**config.mk**
```make
export PLATFORM = sky130hd
export DESIGN_NAME = mipi_tx_frame_sched_flat
export DESIGN_NICKNAME = d
export VERILOG_FILES = /design/src/rtl/mipi_tx_frame_sched_if.sv /design/src/rtl/mipi_tx_frame_sched.sv /design/src/flat_wrapper.sv
export SDC_FILE = /design/constraint.sdc
export NUM_CORES = 1
export LEC_CHECK = 0
export CAP_MARGIN = 20
export CORE_MARGIN = 5
export CORE_UTILIZATION = 40
export CTS_CLUSTER_DIAMETER = 120
export CTS_CLUSTER_SIZE = 20
export DETAILED_ROUTE_END_ITERATION = 10
export DONT_BUFFER_PORTS = 1
export GPL_TIMING_DRIVEN = 0
export SETUP_SLACK_MARGIN = 0.1
export SYNTH_ARGS = -nofsm -noshare
export SYNTH_HDL_FRONTEND = slang
export SYNTH_SLANG_ARGS = --single-unit
export TNS_END_PERCENT = 1
```
**constraint.sdc**
```tcl
create_clock -name tx_pixel_clk -period 2.47 [get_ports tx_pixel_clk]
set_input_delay 0.494 -clock tx_pixel_clk [delete_from_list [all_inputs] [get_ports tx_pixel_clk]]
set_output_delay 0.494 -clock tx_pixel_clk [all_outputs]
set_load 0.1 [all_outputs]
```
**src/rtl/mipi_tx_frame_sched_if.sv**
```systemverilog
// ============================================================================
// Module      : mipi_tx_frame_sched_if
// Description : Pixel source handshake and MIPI TX video bus bundle.
// Revision    : 1.0 - initial release
// ============================================================================
`default_nettype none

interface mipi_tx_frame_sched_if;
    logic [63:0] src_data;
    logic        src_valid;
    logic        src_ready;
    logic        tx_vsync;
    logic        tx_hsync;
    logic        tx_valid;
    logic [63:0] tx_data;

    // master: the scheduler; slave: pixel source plus MIPI TX sink
    modport master (
        input  src_data,
        input  src_valid,
        output src_ready,
        output tx_vsync,
        output tx_hsync,
        output tx_valid,
        output tx_data
    );

    modport slave (
        output src_data,
        output src_valid,
        input  src_ready,
        input  tx_vsync,
        input  tx_hsync,
        input  tx_valid,
        input  tx_data
    );
endinterface

`default_nettype wire

```
**src/rtl/mipi_tx_frame_sched.sv**
```systemverilog
// ============================================================================
// Module      : mipi_tx_frame_sched
// Description : MIPI TX frame/line timing scheduler: releases the TX core
//               reset, then sequences VSYNC/HSYNC/VALID and forwards beats.
// Revision    : 1.0 - initial release
// ============================================================================
`default_nettype none

module mipi_tx_frame_sched #(
    parameter int HRES_PX     = 600,
    parameter int PX_PER_BEAT = 6,
    parameter int LINES       = 480,
    parameter int RSTN_DLY    = 1000,
    parameter int VS_LEAD     = 2,
    parameter int HS_LEAD     = 98,
    parameter int HS_TAIL     = 100,
    parameter int LINE_GAP    = 1,
    parameter int FRAME_GAP   = 10000
) (
    input  wire logic              tx_pixel_clk,
    input  wire logic              rst,
    input  wire logic              enable,
    input  wire logic              underrun_clr,
    mipi_tx_frame_sched_if.master  bus,
    output logic                   tx_rstn,
    output logic                   busy,
    output logic                   frame_done,
    output logic [15:0]            frame_cnt,
    output logic                   underrun
);

    localparam int              c_BEATS      = HRES_PX / PX_PER_BEAT;
    localparam int              c_RCW        = (RSTN_DLY > 1) ? $clog2(RSTN_DLY) : 1;
    localparam logic [c_RCW-1:0] c_RSTN_LAST = c_RCW'(RSTN_DLY - 1);
    localparam logic [15:0]     c_VS_LAST    = 16'(VS_LEAD - 1);
    localparam logic [15:0]     c_HL_LAST    = 16'(HS_LEAD - 1);
    localparam logic [15:0]     c_BEAT_LAST  = 16'(c_BEATS - 1);
    localparam logic [15:0]     c_HT_LAST    = 16'(HS_TAIL - 1);
    localparam logic [15:0]     c_LG_LAST    = 16'(LINE_GAP - 1);
    localparam logic [15:0]     c_FG_LAST    = 16'(FRAME_GAP - 1);
    localparam logic [15:0]     c_LINE_LAST  = 16'(LINES - 1);

    typedef enum logic [2:0] {
        ST_IDLE      = 3'd0,
        ST_VS_LEAD   = 3'd1,
        ST_HS_LEAD   = 3'd2,
        ST_ACTIVE    = 3'd3,
        ST_HS_TAIL   = 3'd4,
        ST_LINE_GAP  = 3'd5,
        ST_FRAME_GAP = 3'd6
    } state_t;

    state_t             r_state;
    state_t             w_state_next;
    logic [15:0]        r_cyc_cnt;
    logic [15:0]        r_line_cnt;
    logic [c_RCW-1:0]   r_rstn_cnt;
    logic               r_tx_rstn;
    logic               r_tx_vsync;
    logic               r_tx_hsync;
    logic               r_tx_valid;
    logic [63:0]        r_tx_data;
    logic               r_frame_done;
    logic [15:0]        r_frame_cnt;
    logic               r_underrun;
    logic               w_line_clr;
    logic               w_line_adv;
    logic               w_frame_end;
    logic               w_src_ready;
    logic               w_vsync;
    logic               w_hsync;

    // TX core reset release: counts cycles since rst deasserted, then latches high
    always_ff @(posedge tx_pixel_clk) begin
        if (rst) begin
            r_rstn_cnt <= '0;
            r_tx_rstn  <= 1'b0;
        end else if (!r_tx_rstn) begin
            if (r_rstn_cnt == c_RSTN_LAST) begin
                r_tx_rstn <= 1'b1;
            end else begin
                r_rstn_cnt <= r_rstn_cnt + 1'b1;
            end
        end
    end

    always_ff @(posedge tx_pixel_clk) begin
        if (rst) begin
            r_state <= ST_IDLE;
        end else begin
            r_state <= w_state_next;
        end
    end

    always_comb begin
        w_state_next = r_state;
        w_line_clr   = 1'b0;
        w_line_adv   = 1'b0;
        w_frame_end  = 1'b0;
        case (r_state)
            ST_IDLE: begin
                if (enable && r_tx_rstn) w_state_next = ST_VS_LEAD;
            end
            ST_VS_LEAD: begin
                if (r_cyc_cnt == c_VS_LAST) begin
                    w_state_next = ST_HS_LEAD;
                    w_line_clr   = 1'b1;
                end
            end
            ST_HS_LEAD: begin
                if (r_cyc_cnt == c_HL_LAST) w_state_next = ST_ACTIVE;
            end
            ST_ACTIVE: begin
                if (r_cyc_cnt == c_BEAT_LAST) w_state_next = ST_HS_TAIL;
            end
            ST_HS_TAIL: begin
                if (r_cyc_cnt == c_HT_LAST) w_state_next = ST_LINE_GAP;
            end
            ST_LINE_GAP: begin
                if (r_cyc_cnt == c_LG_LAST) begin
                    if (r_line_cnt < c_LINE_LAST) begin
                        w_state_next = ST_HS_LEAD;
                        w_line_adv   = 1'b1;
                    end else begin
                        w_state_next = ST_FRAME_GAP;
                    end
                end
            end
            ST_FRAME_GAP: begin
                if (r_cyc_cnt == c_FG_LAST) begin
                    w_frame_end  = 1'b1;
                    w_state_next = enable ? ST_VS_LEAD : ST_IDLE;
                end
            end
            default: w_state_next = ST_IDLE;
        endcase
    end

    // Dwell counter restarts on every state change so each state holds exactly N cycles
    always_ff @(posedge tx_pixel_clk) begin
        if (rst || (w_state_next != r_state) || (r_state == ST_IDLE)) begin
            r_cyc_cnt <= '0;
        end else begin
            r_cyc_cnt <= r_cyc_cnt + 16'd1;
        end
    end

    always_ff @(posedge tx_pixel_clk) begin
        if (rst || w_line_clr) begin
            r_line_cnt <= '0;
        end else if (w_line_adv) begin
            r_line_cnt <= r_line_cnt + 16'd1;
        end
    end

    assign w_src_ready = (r_state == ST_ACTIVE);
    assign w_vsync     = (r_state inside {ST_VS_LEAD, ST_HS_LEAD, ST_ACTIVE, ST_HS_TAIL, ST_LINE_GAP});
    assign w_hsync     = (r_state inside {ST_HS_LEAD, ST_ACTIVE, ST_HS_TAIL});

    always_ff @(posedge tx_pixel_clk) begin
        if (rst) begin
            r_tx_vsync   <= 1'b0;
            r_tx_hsync   <= 1'b0;
            r_tx_valid   <= 1'b0;
            r_tx_data    <= '0;
            r_frame_done <= 1'b0;
            r_frame_cnt  <= '0;
            r_underrun   <= 1'b0;
        end else begin
            r_tx_vsync   <= w_vsync;
            r_tx_hsync   <= w_hsync;
            r_tx_valid   <= w_src_ready;
            r_frame_done <= w_frame_end;
            // A missing beat is sent as zeros so the line length stays fixed
            if (w_src_ready) begin
                r_tx_data <= bus.src_valid ? bus.src_data : 64'h0;
            end
            if (w_frame_end) begin
                r_frame_cnt <= r_frame_cnt + 16'd1;
            end
            r_underrun <= (w_src_ready && !bus.src_valid) || (r_underrun && !underrun_clr);
        end
    end

    assign bus.src_ready = w_src_ready;
    assign bus.tx_vsync  = r_tx_vsync;
    assign bus.tx_hsync  = r_tx_hsync;
    assign bus.tx_valid  = r_tx_valid;
    assign bus.tx_data   = r_tx_data;
    assign tx_rstn       = r_tx_rstn;
    assign busy          = (r_state != ST_IDLE);
    assign frame_done    = r_frame_done;
    assign frame_cnt     = r_frame_cnt;
    assign underrun      = r_underrun;

endmodule

`default_nettype wire

```
**src/flat_wrapper.sv**
```systemverilog
// flat-port wrapper written by rule: the top's interface ports become plain ports
module mipi_tx_frame_sched_flat 
#(
    parameter int HRES_PX     = 600,
    parameter int PX_PER_BEAT = 6,
    parameter int LINES       = 480,
    parameter int RSTN_DLY    = 1000,
    parameter int VS_LEAD     = 2,
    parameter int HS_LEAD     = 98,
    parameter int HS_TAIL     = 100,
    parameter int LINE_GAP    = 1,
    parameter int FRAME_GAP   = 10000
)
  (tx_pixel_clk, rst, enable, underrun_clr, tx_rstn, busy, frame_done, frame_cnt, underrun, bus_src_data, bus_src_valid, bus_src_ready, bus_tx_vsync, bus_tx_hsync, bus_tx_valid, bus_tx_data);
  mipi_tx_frame_sched_if bus_i ();
  input  wire logic tx_pixel_clk;
  input  wire logic rst;
  input  wire logic enable;
  input  wire logic underrun_clr;
  output logic tx_rstn;
  output logic busy;
  output logic frame_done;
  output logic [15:0] frame_cnt;
  output logic underrun;
  input wire logic [$bits(bus_i.src_data)-1:0] bus_src_data;
  input wire logic [$bits(bus_i.src_valid)-1:0] bus_src_valid;
  output wire logic [$bits(bus_i.src_ready)-1:0] bus_src_ready;
  output wire logic [$bits(bus_i.tx_vsync)-1:0] bus_tx_vsync;
  output wire logic [$bits(bus_i.tx_hsync)-1:0] bus_tx_hsync;
  output wire logic [$bits(bus_i.tx_valid)-1:0] bus_tx_valid;
  output wire logic [$bits(bus_i.tx_data)-1:0] bus_tx_data;
  assign bus_i.src_data = bus_src_data;
  assign bus_i.src_valid = bus_src_valid;
  assign bus_src_ready = bus_i.src_ready;
  assign bus_tx_vsync = bus_i.tx_vsync;
  assign bus_tx_hsync = bus_i.tx_hsync;
  assign bus_tx_valid = bus_i.tx_valid;
  assign bus_tx_data = bus_i.tx_data;
  mipi_tx_frame_sched #(.HRES_PX(HRES_PX), .PX_PER_BEAT(PX_PER_BEAT), .LINES(LINES), .RSTN_DLY(RSTN_DLY), .VS_LEAD(VS_LEAD), .HS_LEAD(HS_LEAD), .HS_TAIL(HS_TAIL), .LINE_GAP(LINE_GAP), .FRAME_GAP(FRAME_GAP)) u_core (.tx_pixel_clk(tx_pixel_clk), .rst(rst), .enable(enable), .underrun_clr(underrun_clr), .bus(bus_i), .tx_rstn(tx_rstn), .busy(busy), .frame_done(frame_done), .frame_cnt(frame_cnt), .underrun(underrun));
endmodule
```
Yosys cells after proc, flatten, opt, wreduce, memory -nomap -nowiden:

Index checks and enable logic that the tools add are counted.

* bits in read-only memories: 0
* output and inout port bits: 88
* memories: 0
* register bits after elaboration: 131
* memory bits (writable): 0
* bits in latches: 0
* logic and storage cells: 66

* muxes and demuxes: 20
* shift operators: 0
* $add $sub $neg: 4
* reduce and logical (&&, ||, !) cells: 15
* divide/modulo/power cells: 0
* order comparisons: 1
* multiply operators: 0
* bitwise gates (word level): 2
* equality and inequality tests: 12

Operators with widths (count)
* 2-to-1 mux 64 bit: 1
* adder 16 x 1 -> 16 bit, second input constant: 3
* equality test 16 x 7 -> 1 bit, second input constant: 2
* 2-to-1 mux 3 bit: 8
* one-hot mux 3 bit (7 select lines): 1
* equality test 16 x 1 -> 1 bit, second input constant: 1
* equality test 16 x 14 -> 1 bit, second input constant: 1
* zero test 16 bit: 1
* less-than comparator 16 x 9 -> 1 bit, second input constant: 1
* adder 10 x 1 -> 10 bit, second input constant: 1
* equality test 10 bit, second input constant: 1
* 2-to-1 mux 1 bit: 10
* equality test 3 bit, second input constant: 3
* equality test 3 x 2 -> 1 bit, second input constant: 2
* nonzero test 3 bit: 2
* nonzero test 5 bit: 1
* logical OR 1 bit: 4
* equality test 3 x 1 -> 1 bit, second input constant: 1
* logical AND 1 bit: 3
* zero test 3 bit: 1
* != test 3 bit: 1
* zero test 1 bit: 2
* inverter 1 bit: 2
* AND reduction 2 bit: 1

Longest topological paths before layout:

Gate-level depths: netlist (run 1).

* depth after elaboration: 7
* gate-level depth with buffers: 8
* depth with buffers taken out: 7

Worst setup path before layout (run 1):

Ideal clock, no wire load.

* path kind: register to register
* start: register u_core.r_cyc_cnt[4]
* end: register u_core.r_cyc_cnt[12]
* clock period less this slack: 2.344 ns
* setup slack: 0.126 ns
* buffers on the path: 2
* cell stages (with the launch flop): 8
* data arrival time: 2.229 ns
* path through: dfxtp_1 > or4_1 > buf_6 > or4_4 > o31ai_2 > a211o_2 > buf_4 > nor2_1

* longest elaborated chain between the ends: 6
* elaborated cells between the ends (all ways): 16

Ends and longest elaborated chain
* start: declaration: RTL line mipi_tx_frame_sched.sv:55 `logic [15:0] r_cyc_cnt;`
* start signal: assignment: RTL line mipi_tx_frame_sched.sv:144 `r_cyc_cnt <= r_cyc_cnt + 16'd1;`
* equality test 16 x 14 -> 1 bit (tied with other cells): RTL line mipi_tx_frame_sched.sv:130 `if (r_cyc_cnt == c_FG_LAST) begin`
* 2-to-1 mux 3 bit (tied with other cells): RTL line mipi_tx_frame_sched.sv:130
* one-hot mux 3 bit (7 select lines): RTL line mipi_tx_frame_sched.sv:100 `case (r_state)`
* != test 3 bit: RTL line mipi_tx_frame_sched.sv:141 `if (rst || (w_state_next != r_state) || (r_state == ST_IDLE)) begin`
* logical OR 1 bit (2 in a row): RTL line mipi_tx_frame_sched.sv:141

Parallel ways exist; a longest one is shown, timed or not.
A chain may end at the register's enable or synchronous reset.

Final worst setup path (run 1):

* start: register u_core.r_state[2]
* end: register u_core.r_cyc_cnt[2]

* longest elaborated chain between the ends: 5
* elaborated cells between the ends (all ways): 18

Ends and longest elaborated chain
* start: declaration: RTL line mipi_tx_frame_sched.sv:53 `state_t r_state;`
* start signal: assignment: RTL line mipi_tx_frame_sched.sv:91 `r_state <= w_state_next;`
* equality test 3 x 2 -> 1 bit
* via bus_src_ready: RTL line flat_wrapper.sv:27 `output wire logic [$bits(bus_i.src_ready)-1:0] bus_src_ready;`
* one-hot mux 3 bit (7 select lines): RTL line mipi_tx_frame_sched.sv:100
* != test 3 bit: RTL line mipi_tx_frame_sched.sv:141
* logical OR 1 bit (2 in a row): RTL line mipi_tx_frame_sched.sv:141

The timed path passes the listed nets, and every way through them passes these cells.

==> results.md, run 1 <==
Run status:
- The run finished with clean final reports.

STA:
- Setup repair after global routing could not meet its margin everywhere.
- The number of pins with negative max-slew slack in the final report was 0.
- Setup violations remaining at the end of the flow were counted as 0.
- The number of hold violations in the final report is 0.
- The final total negative setup slack is 0 ps.
- The worst-case clock skew is 6.54 ps.
- Based on the critical path, the design can be clocked at up to 407 MHz.
- The tightest hold margin is between 150 and 200 ps.
- The actual transition at the worst max-transition pin is around 1100 ps.
- Measured against its own limit, the worst slew margin works out to approximately 25%.
- The share of the clock period used by the worst path after layout is between 90 and 100%.
- The time the worst path needs with I/O delays and setup is roughly 2500 ps.

Placement:
- The weighted congestion at the end of routability-driven global placement is between 0.8 and 0.9.
- The number of port buffers is 0.
- The post-placement cell count is 681.
- Detailed placement finished with a half-perimeter wire length of roughly 9300 um.

Setup path:
- The setup slack on the worst flop-to-flop path is approximately 12 ps.
- The cell depth of the worst flop-to-flop path is 6.
- The endpoint kind of the worst setup timing path is a register.
- The origin of the critical flop-to-flop path is u_core.r_state[2]$_SDFF_PP0_.
- The startpoint type of the worst setup path is a register.
- The endpoint required time on the critical path is 2800 ps.
- At the worst endpoint, the arrival time is 2780 ps.
- In this run the critical register-to-register path is captured at u_core.r_cyc_cnt[2]$_SDFF_PP0_.
- In this run the worst setup path terminates at u_core.r_cyc_cnt[2]$_SDFF_PP0_.
- The worst setup path is of the register to register kind.
- The critical path launch point is u_core.r_state[2]$_SDFF_PP0_.
- Of all nets on the critical path, the largest fanout is 5.

GRT:
- The initial antenna violation count is 0.
- The first global-routing pass estimated between 20000 and 25000 um of wire.
- The via count of the first global-routing pass is about 4000.
- The total track usage is about 17%.
- The largest net degree at the start of global routing is 17.
- Summed over all layers, the global routing overflow is 0.

Clock tree:
- The clock reaches the later pin of the worst-skew pair after ~420 ps.
- Clock tree synthesis inserted a total of 17 buffers.
- CTS saw approximately 130 sinks.
- The register clock-pin slew on the reported worst setup and hold paths is 60 ps.
- In this run the clock root is driven by a sky130_fd_sc_hd__clkbuf_16.
- The TritonCTS clock tree is done.
- In this run the deepest clock path goes through 2 buffers.
- The H-tree was split into 4 levels.

Power and ir drop:
- The power dissipated by switching net loads is 1.06 mW.
- The internal portion of the total power is roughly 3.5 mW.
- The share of total power dissipated in the clock network is a little over half.
- The fraction of power consumed by sequential logic is a little under half.
- In this run the power density over the cells is roughly 740 nW/um^2.
- VDD sags by at most 439 uV.
- The leakage dissipation is about 2.2 nW.
- Combinational logic is responsible for 1.1% of the overall power.
- Of the total power, the share spent switching nets is a little under a quarter.
- The post-layout total power is 4.56 mW.

Synth:
- Counting flops and latches in the post-synthesis netlist gives between 100 and 150.
- The cell accounting for the most synthesized area is sky130_fd_sc_hd__dfxtp_1.
- A synthesized cell averages just over 10 sq um.
- The most used flip-flop cell after synthesis is sky130_fd_sc_hd__dfxtp_1.
- Counting distinct cell types in the post-synthesis netlist gives 55.
- Yosys mapped a number of flops with a built-in enable equal to 0.
- Counting every instance in the synthesized netlist gives a little over 500.
- In the post-synthesis netlist, the biggest area contributors are sky130_fd_sc_hd__dfxtp_1 51%, sky130_fd_sc_hd__a22o_1 11%, sky130_fd_sc_hd__nor2_1 3.3%.
- The share of synthesized area in the top cell type comes to between 50% and 60%.
- The netlist area before placement is slightly above 5000 sq um.
- The Yosys step of the flow raised 0 warnings.
- The async set or reset register ratio after synthesis is 0%.
- For this run, the register share of the synthesized area comes to roughly 51%.
- Synthesis produced a netlist with a net count of a little under 600.

Final layout:
- The non-filler instance count after layout is roughly 700.
- The number of antenna diodes in the final layout is 0.
- The register area is between 2000 and 3000 sq um.
- The fraction of final layout cells with drive strength greater than 1 is 17.3%.
- Summing all multi-input logic gate instances after layout gives 2520 sq um.
- The area growth from synthesis to final layout is 19.6%.
- The net count of the finished layout is 610.
- The count of fill cells added during filler insertion is 1179.

Floorplan:
- The die covers about 15000 sq um.
- The die is about 120 um tall.
- The core footprint is between 10000 and 15000 sq um.
- approximately 160 I/O pins were placed.
- The initial standard-cell utilization of the core is 40.8%.
- The floorplan has 41 rows.
- From left edge to right edge, the die measures approximately 120 um.

Drt:
- For this block, the routed nets add up to 12900 um of wire.
- The detailed-route vias per instance is 5.57.
- The total number of vias is around 4000.
- The number of antenna-violating nets in the routed design is 0.
- The first detailed-routing pass ran for 4 iterations.
- The detailed router finished its first iteration with between 200 and 300 violations.
- The routed length per instance is 18.0 um.
- The count of unresolved DRC violations after routing is 0.

Hold path:
- The min-delay analysis places its worst path in the category primary input to register.

Run:
- The max capacitance violation total is 0.
registers in the layout (all words and copies together) (netlist names):
| name | count |
|---|---|
| u_core.r_cyc_cnt | 16 |
| u_core.frame_done | 1 |
| u_core.tx_rstn | 1 |
| u_core.r_line_cnt | 16 |
| u_core.bus.tx_hsync | 1 |
| u_core.frame_cnt | 16 |
| u_core.r_state | 3 |
| u_core.r_rstn_cnt | 10 |
| u_core.bus.tx_valid | 1 |
| u_core.bus.tx_data | 64 |
| u_core.underrun | 1 |
| u_core.bus.tx_vsync | 1 |
cell type report:
class | instances | share of cell area, %
multi-input cells | 339 | 40.7
flip-flops and latches | 131 | 42.6
clock buffers | 20 | 7.38
plain buffers | 27 | 2.30
repair buffers | 7 | 0.910
clock inverters | 12 | 1.76
inverters | 12 | 0.849
well taps | 172 | 3.48
per-stage QoR:
stage	utilization, %	area (sq um)	worst slack, ps
2_1_floorplan	-	5170	126
3_5_place_dp	42.5	5390	-233
4_1_cts	48.4	6130	40.7
3_3_place_gp	42.5	5390	-210
5_1_grt	48.8	6190	-102
6_report	48.8	6190	11.6
critical path, stage by stage, from the launching register on:
cell                         delay [ps]
sky130_fd_sc_hd__dfxtp_2            350
sky130_fd_sc_hd__nand3b_1           210
sky130_fd_sc_hd__clkinvlp_4         540
sky130_fd_sc_hd__and3_4             360
sky130_fd_sc_hd__a211o_1            300
sky130_fd_sc_hd__a211o_4            320
sky130_fd_sc_hd__nor4_2             270
worst min path at each step:
stage	from	to	slack (ps)	cells after the start
2_1_floorplan	u_core.r_line_cnt[14]$_SDFFE_PP0P_	u_core.r_line_cnt[14]$_SDFFE_PP0P_	430	1
3_3_place_gp	u_core.r_line_cnt[10]$_SDFFE_PP0P_	u_core.r_line_cnt[10]$_SDFFE_PP0P_	440	1
3_5_place_dp	u_core.r_line_cnt[10]$_SDFFE_PP0P_	u_core.r_line_cnt[10]$_SDFFE_PP0P_	450	1
4_1_cts	rst	u_core.bus.tx_valid$_SDFF_PP0_	160	1
5_1_grt	rst	u_core.bus.tx_valid$_SDFF_PP0_	160	1
6_report	rst	u_core.bus.tx_valid$_SDFF_PP0_	170	1
power groups by stage:
| stage | clock (mW) | sequential, mW | combinational (mW) |
|---|---|---|---|
| 6_report | 2.39 | 2.12 | 0.0490 |
| 4_1_cts | 2.44 | 2.12 | 0.0479 |
| 3_3_place_gp | 0 | 2.17 | 0.0454 |
| 2_1_floorplan | 0 | 2.17 | 0.0336 |
| 5_1_grt | 2.54 | 2.12 | 0.0554 |
| 3_5_place_dp | 0 | 2.17 | 0.0475 |
routing by layer:
| metal | GRT usage (%) | routed length, um | share of wire [%] |
|---|---|---|---|
| met4 | 4.98 | 108 | 0.83 |
| met3 | 6.90 | 900 | 7.0 |
| met5 | 0 | 0 | 0 |
| met2 | 27.3 | 6610 | 51 |
| met1 | 20.1 | 5320 | 41 |
cells by family (layout without fill, tap and decap cells):
group / count (synthesis) / in the layout / synth area share, %
AND/OR/NAND/NOR: 182 / 182 / 20.6
flip-flops: 131 / 131 / 50.7
AO/OA/AOI/OAI: 118 / 118 / 18.4
buffers and inverters: 39 / 78 / 3.24
XOR/XNOR: 30 / 30 / 5.08
adder cells (fa/ha/maj): 6 / 6 / 1.45
multiplexers: 3 / 3 / 0.604
cells in the mapped netlist, types with 3 or more instances:
| master | count |
|---|---|
| sky130_fd_sc_hd__and3_1 | 4 |
| sky130_fd_sc_hd__or3_1 | 4 |
| sky130_fd_sc_hd__nand2_1 | 24 |
| sky130_fd_sc_hd__nand3_1 | 17 |
| sky130_fd_sc_hd__nor2_1 | 46 |
| sky130_fd_sc_hd__ha_1 | 6 |
| sky130_fd_sc_hd__nand2b_1 | 3 |
| sky130_fd_sc_hd__nor2b_1 | 3 |
| sky130_fd_sc_hd__buf_1 | 3 |
| sky130_fd_sc_hd__xnor2_1 | 17 |
| sky130_fd_sc_hd__and4_1 | 3 |
| sky130_fd_sc_hd__and2_1 | 14 |
| sky130_fd_sc_hd__clkbuf_1 | 19 |
| sky130_fd_sc_hd__or4_1 | 16 |
| sky130_fd_sc_hd__nor4_1 | 8 |
| sky130_fd_sc_hd__xor2_1 | 13 |
| sky130_fd_sc_hd__o21ai_0 | 4 |
| sky130_fd_sc_hd__nor3_1 | 6 |
| sky130_fd_sc_hd__nor4_2 | 5 |
| sky130_fd_sc_hd__nand3b_1 | 3 |
| sky130_fd_sc_hd__inv_1 | 11 |
| sky130_fd_sc_hd__a31oi_1 | 3 |
| sky130_fd_sc_hd__a21oi_1 | 20 |
| sky130_fd_sc_hd__dfxtp_1 | 131 |
| sky130_fd_sc_hd__o31ai_1 | 12 |
| sky130_fd_sc_hd__a22o_1 | 64 |
| sky130_fd_sc_hd__a211oi_1 | 3 |
| sky130_fd_sc_hd__nand4_1 | 12 |
layout by cell type (no fill, tap or decap), types with 6 or more instances in the layout:
master | netlist | final
sky130_fd_sc_hd__a21oi_1 | 20 | 18
sky130_fd_sc_hd__a22o_1 | 64 | 64
sky130_fd_sc_hd__and2_1 | 14 | 14
sky130_fd_sc_hd__buf_4 | 1 | 7
sky130_fd_sc_hd__clkbuf_1 | 19 | 14
sky130_fd_sc_hd__clkbuf_16 | 0 | 17
sky130_fd_sc_hd__clkbuf_2 | 0 | 6
sky130_fd_sc_hd__dfxtp_1 | 131 | 120
sky130_fd_sc_hd__dfxtp_2 | 0 | 11
sky130_fd_sc_hd__inv_1 | 11 | 9
sky130_fd_sc_hd__inv_6 | 0 | 7
sky130_fd_sc_hd__nand2_1 | 24 | 24
sky130_fd_sc_hd__nand3_1 | 17 | 17
sky130_fd_sc_hd__nand4_1 | 12 | 12
sky130_fd_sc_hd__nor2_1 | 46 | 44
sky130_fd_sc_hd__o31ai_1 | 12 | 12
sky130_fd_sc_hd__or4_1 | 16 | 13
sky130_fd_sc_hd__xnor2_1 | 17 | 17
sky130_fd_sc_hd__xor2_1 | 13 | 13
repair_timing:
action                                  in CTS  in global routing
setup buffers                                6                  1
pin swaps                                   10                  8
resized for setup                           31                 22
endpoints found under the setup margin     105                 97
hold buffers                                 0                  0
No activity file was read; power rests on OpenSTA's default activity.
==> run 2, diff against run 1 <==
==> constraint.sdc (replaced) <==
create_clock -name tx_pixel_clk -period 2.47 [get_ports tx_pixel_clk]
set_input_delay 0.494 -clock tx_pixel_clk [delete_from_list [all_inputs] [get_ports tx_pixel_clk]]
set_output_delay 0.494 -clock tx_pixel_clk [all_outputs]
set_load 0.005 [all_outputs]
==> results.md, run 2 (synthesis results as in run 1) <==
STA:
- The worst-case clock skew is 9.48 ps (+2.94 ps).
- The tightest hold margin came to 165 ps (+0.123 ps).
- The time the worst path needs with I/O delays and setup was 2350 ps (-112 ps).
- The share of the clock period used by the worst path after layout was 95.0% (-4.5 points).
- The number of pins with negative max-slew slack in the final report is 0 (unchanged).
- The post-route worst setup slack was 124 ps (+112 ps).
- The final total negative setup slack is 0 ps (unchanged).
- The number of setup violations in the final report is 0 (unchanged).
- The relative slew slack is 58.7% (+34 points).
- Setup repair after global routing could not meet its margin everywhere.
- The actual transition at the worst max-transition pin is 619 ps (-502 ps).
- The number of hold violations in the final report is 0 (unchanged).
- The maximum clock frequency is 426 MHz (+4.8%).

Drt:
- The detailed-route vias per instance was 5.60 (+0.46%).
- The routed length per instance is 17.8 um (-0.93%).
- The detailed router's first-iteration violation count is 256 (+1.6%).
- The total wire length is 12800 um (-0.79%).
- The number of antenna-violating nets in the routed design came to 0 (unchanged).
- The count of unresolved DRC violations after routing is 0 (unchanged).
- The total number of vias is 4036 (+0.60%).
- The number of iterations in the first detailed-routing pass was 4 (unchanged).

Final layout:
- The library cells used most frequently in the layout, excluding fill and tap cells, are 128 x sky130_fd_sc_hd__dfxtp_1, 64 x sky130_fd_sc_hd__a22o_1, 45 x sky130_fd_sc_hd__nor2_1.
- The number of flip-flops in the largest register is 64 (unchanged).
- The register area came to 2630 sq um (-0.28%).
- The antenna cell count is 0 (unchanged).
- The area growth from synthesis to final layout is 19.6% (unchanged).
- The count of fill cells added during filler insertion came to 1188 (+0.76%).
- The area occupied by multi-input gates is 2530 sq um (+0.25%).
- The final non-filler cell area is 6190 sq um (unchanged).
- The library cell used most frequently in the layout, excluding fill and tap cells, is sky130_fd_sc_hd__dfxtp_1.
- The fraction of final layout cells with drive strength greater than 1 is 15.7% (-1.7 points).
- The number of nets in the final layout came to 611 (+0.16%).

Power and ir drop:
- The ratio of total power to cell area is 736 nW/um^2 (about the same).
- The leakage dissipation came to 2.24 nW (+1.6%).
- The post-layout total power is 4.56 mW (about the same).
- The peak ir drop on the vdd network is 439 uV (-0.11%).

GRT:
- The via count of the first global-routing pass was 3952 (-0.63%).
- The total track usage is 16.5% (-0.24 points).
- The largest net degree at the start of global routing came to 17 (unchanged).
- The aggregate global routing overflow is 0 (unchanged).
- The first-pass GRT wire length was 19900 um (-1.1%).
- The initial antenna violation count came to 0 (unchanged).

Floorplan:
- The die extent in x is 124 um (unchanged).
- The I/O pin total is 157 (unchanged).
- The initial standard-cell utilization of the core came to 40.8% (unchanged).
- The core footprint is 12700 sq um (unchanged).
- The total die area was 15300 sq um (unchanged).
- The placement row count was 41 (unchanged).
- The height of the die is 124 um (unchanged).

Clock tree:
- The worst-skew pair later-pin latency is 420 ps (about the same).
- The maximum buffer depth of the clock tree is 2 (unchanged).
- The cell at the root of the clock tree is sky130_fd_sc_hd__clkbuf_16.
- The total of hold buffers inserted after clock tree synthesis is 0 (unchanged).
- The CTS H-tree depth was 4 (unchanged).
- The sink count of the clock tree is 131 (unchanged).
- The register clock-pin slew on the reported worst setup and hold paths is 60 ps (about the same).
- The number of buffers inserted during clock tree synthesis is 17 (unchanged).
- TritonCTS built the clock tree.

Setup path:
- The worst register-to-register path begins at u_core.r_cyc_cnt[10]$_SDFF_PP0_.
- The endpoint kind of the worst setup timing path is a register.
- The maximum fanout along the worst path was 7 (+2).
- STA classifies the critical path startpoint as a register.
- Tracing the worst setup path back leads to its startpoint at u_core.r_cyc_cnt[10]$_SDFF_PP0_.
- The endpoint required time on the critical path is 2790 ps (about the same).
- The type of the worst setup path is register to register.
- The arrival time of data at the critical path endpoint was 2670 ps (-110 ps).

Run:
- The max capacitance violation total was 0 (unchanged).

Run status:
- The flow ran to the end, and the final reports show no timing, DRC or antenna violations.

Placement:
- The pre-CTS setup slack is -217 ps (+15.5 ps).
- The number of port buffers is 0 (unchanged).
- The weighted congestion at the end of routability-driven global placement is 0.840 (unchanged).
- The placed wire-length estimate after detailed placement is 9320 um (unchanged).
- The standard cell area after detailed placement came to 5390 sq um (unchanged).

Hold path:
- The class of the tightest hold or removal check is primary input to register.
- The startpoint of the worst hold path is rst.
run 2: cell count changes in the layout (fill, tap and decap cells not counted), moves of 2 or more:
| cell | previous run | this run |
|---|---|---|
| sky130_fd_sc_hd__a21oi_1 | 18 | 16 |
| sky130_fd_sc_hd__a21oi_2 | 2 | 4 |
| sky130_fd_sc_hd__buf_6 | 5 | 3 |
| sky130_fd_sc_hd__buf_8 | 0 | 2 |
| sky130_fd_sc_hd__clkbuf_1 | 14 | 19 |
| sky130_fd_sc_hd__clkbuf_2 | 6 | 1 |
| sky130_fd_sc_hd__clkinvlp_4 | 3 | 1 |
| sky130_fd_sc_hd__dfxtp_1 | 120 | 128 |
| sky130_fd_sc_hd__dfxtp_2 | 11 | 2 |
| sky130_fd_sc_hd__or4_1 | 13 | 10 |
| sky130_fd_sc_hd__or4_4 | 5 | 8 |
run 2: routing by layer:
metal	vias to the layer above	GRT usage, %	wire (um)
met5	-	0	0
met4	0	4.84	116
met3	12	6.95	904
met2	114	26.7	6520
met1	1964	20.0	5300
li1	1946	-	-
run 2: final timing paths:
| path | slack [ps] | depth (start not counted) | endpoint |
|---|---|---|---|
| setup / recovery | 120 | 5 | u_core.r_cyc_cnt[2]$_SDFF_PP0_ |
| hold / removal | 170 | 1 | u_core.bus.tx_valid$_SDFF_PP0_ |
| setup reg to reg | 120 | 5 | u_core.r_cyc_cnt[2]$_SDFF_PP0_ |
| hold reg to reg | 460 | 1 | u_core.r_line_cnt[15]$_SDFFE_PP0P_ |
run 2: report_power, final:
group | total (mW) | internal [mW] | switching (mW)
clock | 2.39 | 1.38 | 1.01
sequential | 2.12 | 2.12 | 0.00442
combinational | 0.0481 | 0.0104 | 0.0377
run 2: area by class of cell:
class                      instances  share of cell area (%)
sequential                       131                    42.5
multi-input combinational        339                    40.8
clock buffer                      20                    7.38
tap                              172                    3.48
buffer                            27                    2.33
clock inverter                    12                    1.76
timing repair buffer               8                    1.03
inverter                          12                   0.728
run 2: what timing repair did:
action | CTS | global route
hold endpoints to repair | 0 | 0
endpoints found under the setup margin | 43 | 80
pin swaps | 9 | 15
setup buffers | 8 | 0
resized for setup | 11 | 28
run 2: stage by stage:
step / util [%] / cells
2_1_floorplan: - / 509
3_3_place_gp: 42.5 / 681
3_5_place_dp: 42.5 / 681
4_1_cts: 47.8 / 721
5_1_grt: 48.8 / 721
6_report: 48.8 / 721
run 2: worst max-delay path: stages (launching register included):
cell                      delay (ps)
sky130_fd_sc_hd__dfxtp_1         370
sky130_fd_sc_hd__or4_4           600
sky130_fd_sc_hd__or4_4           600
sky130_fd_sc_hd__a22oi_4         220
sky130_fd_sc_hd__a41oi_4         180
sky130_fd_sc_hd__nor4_1          290
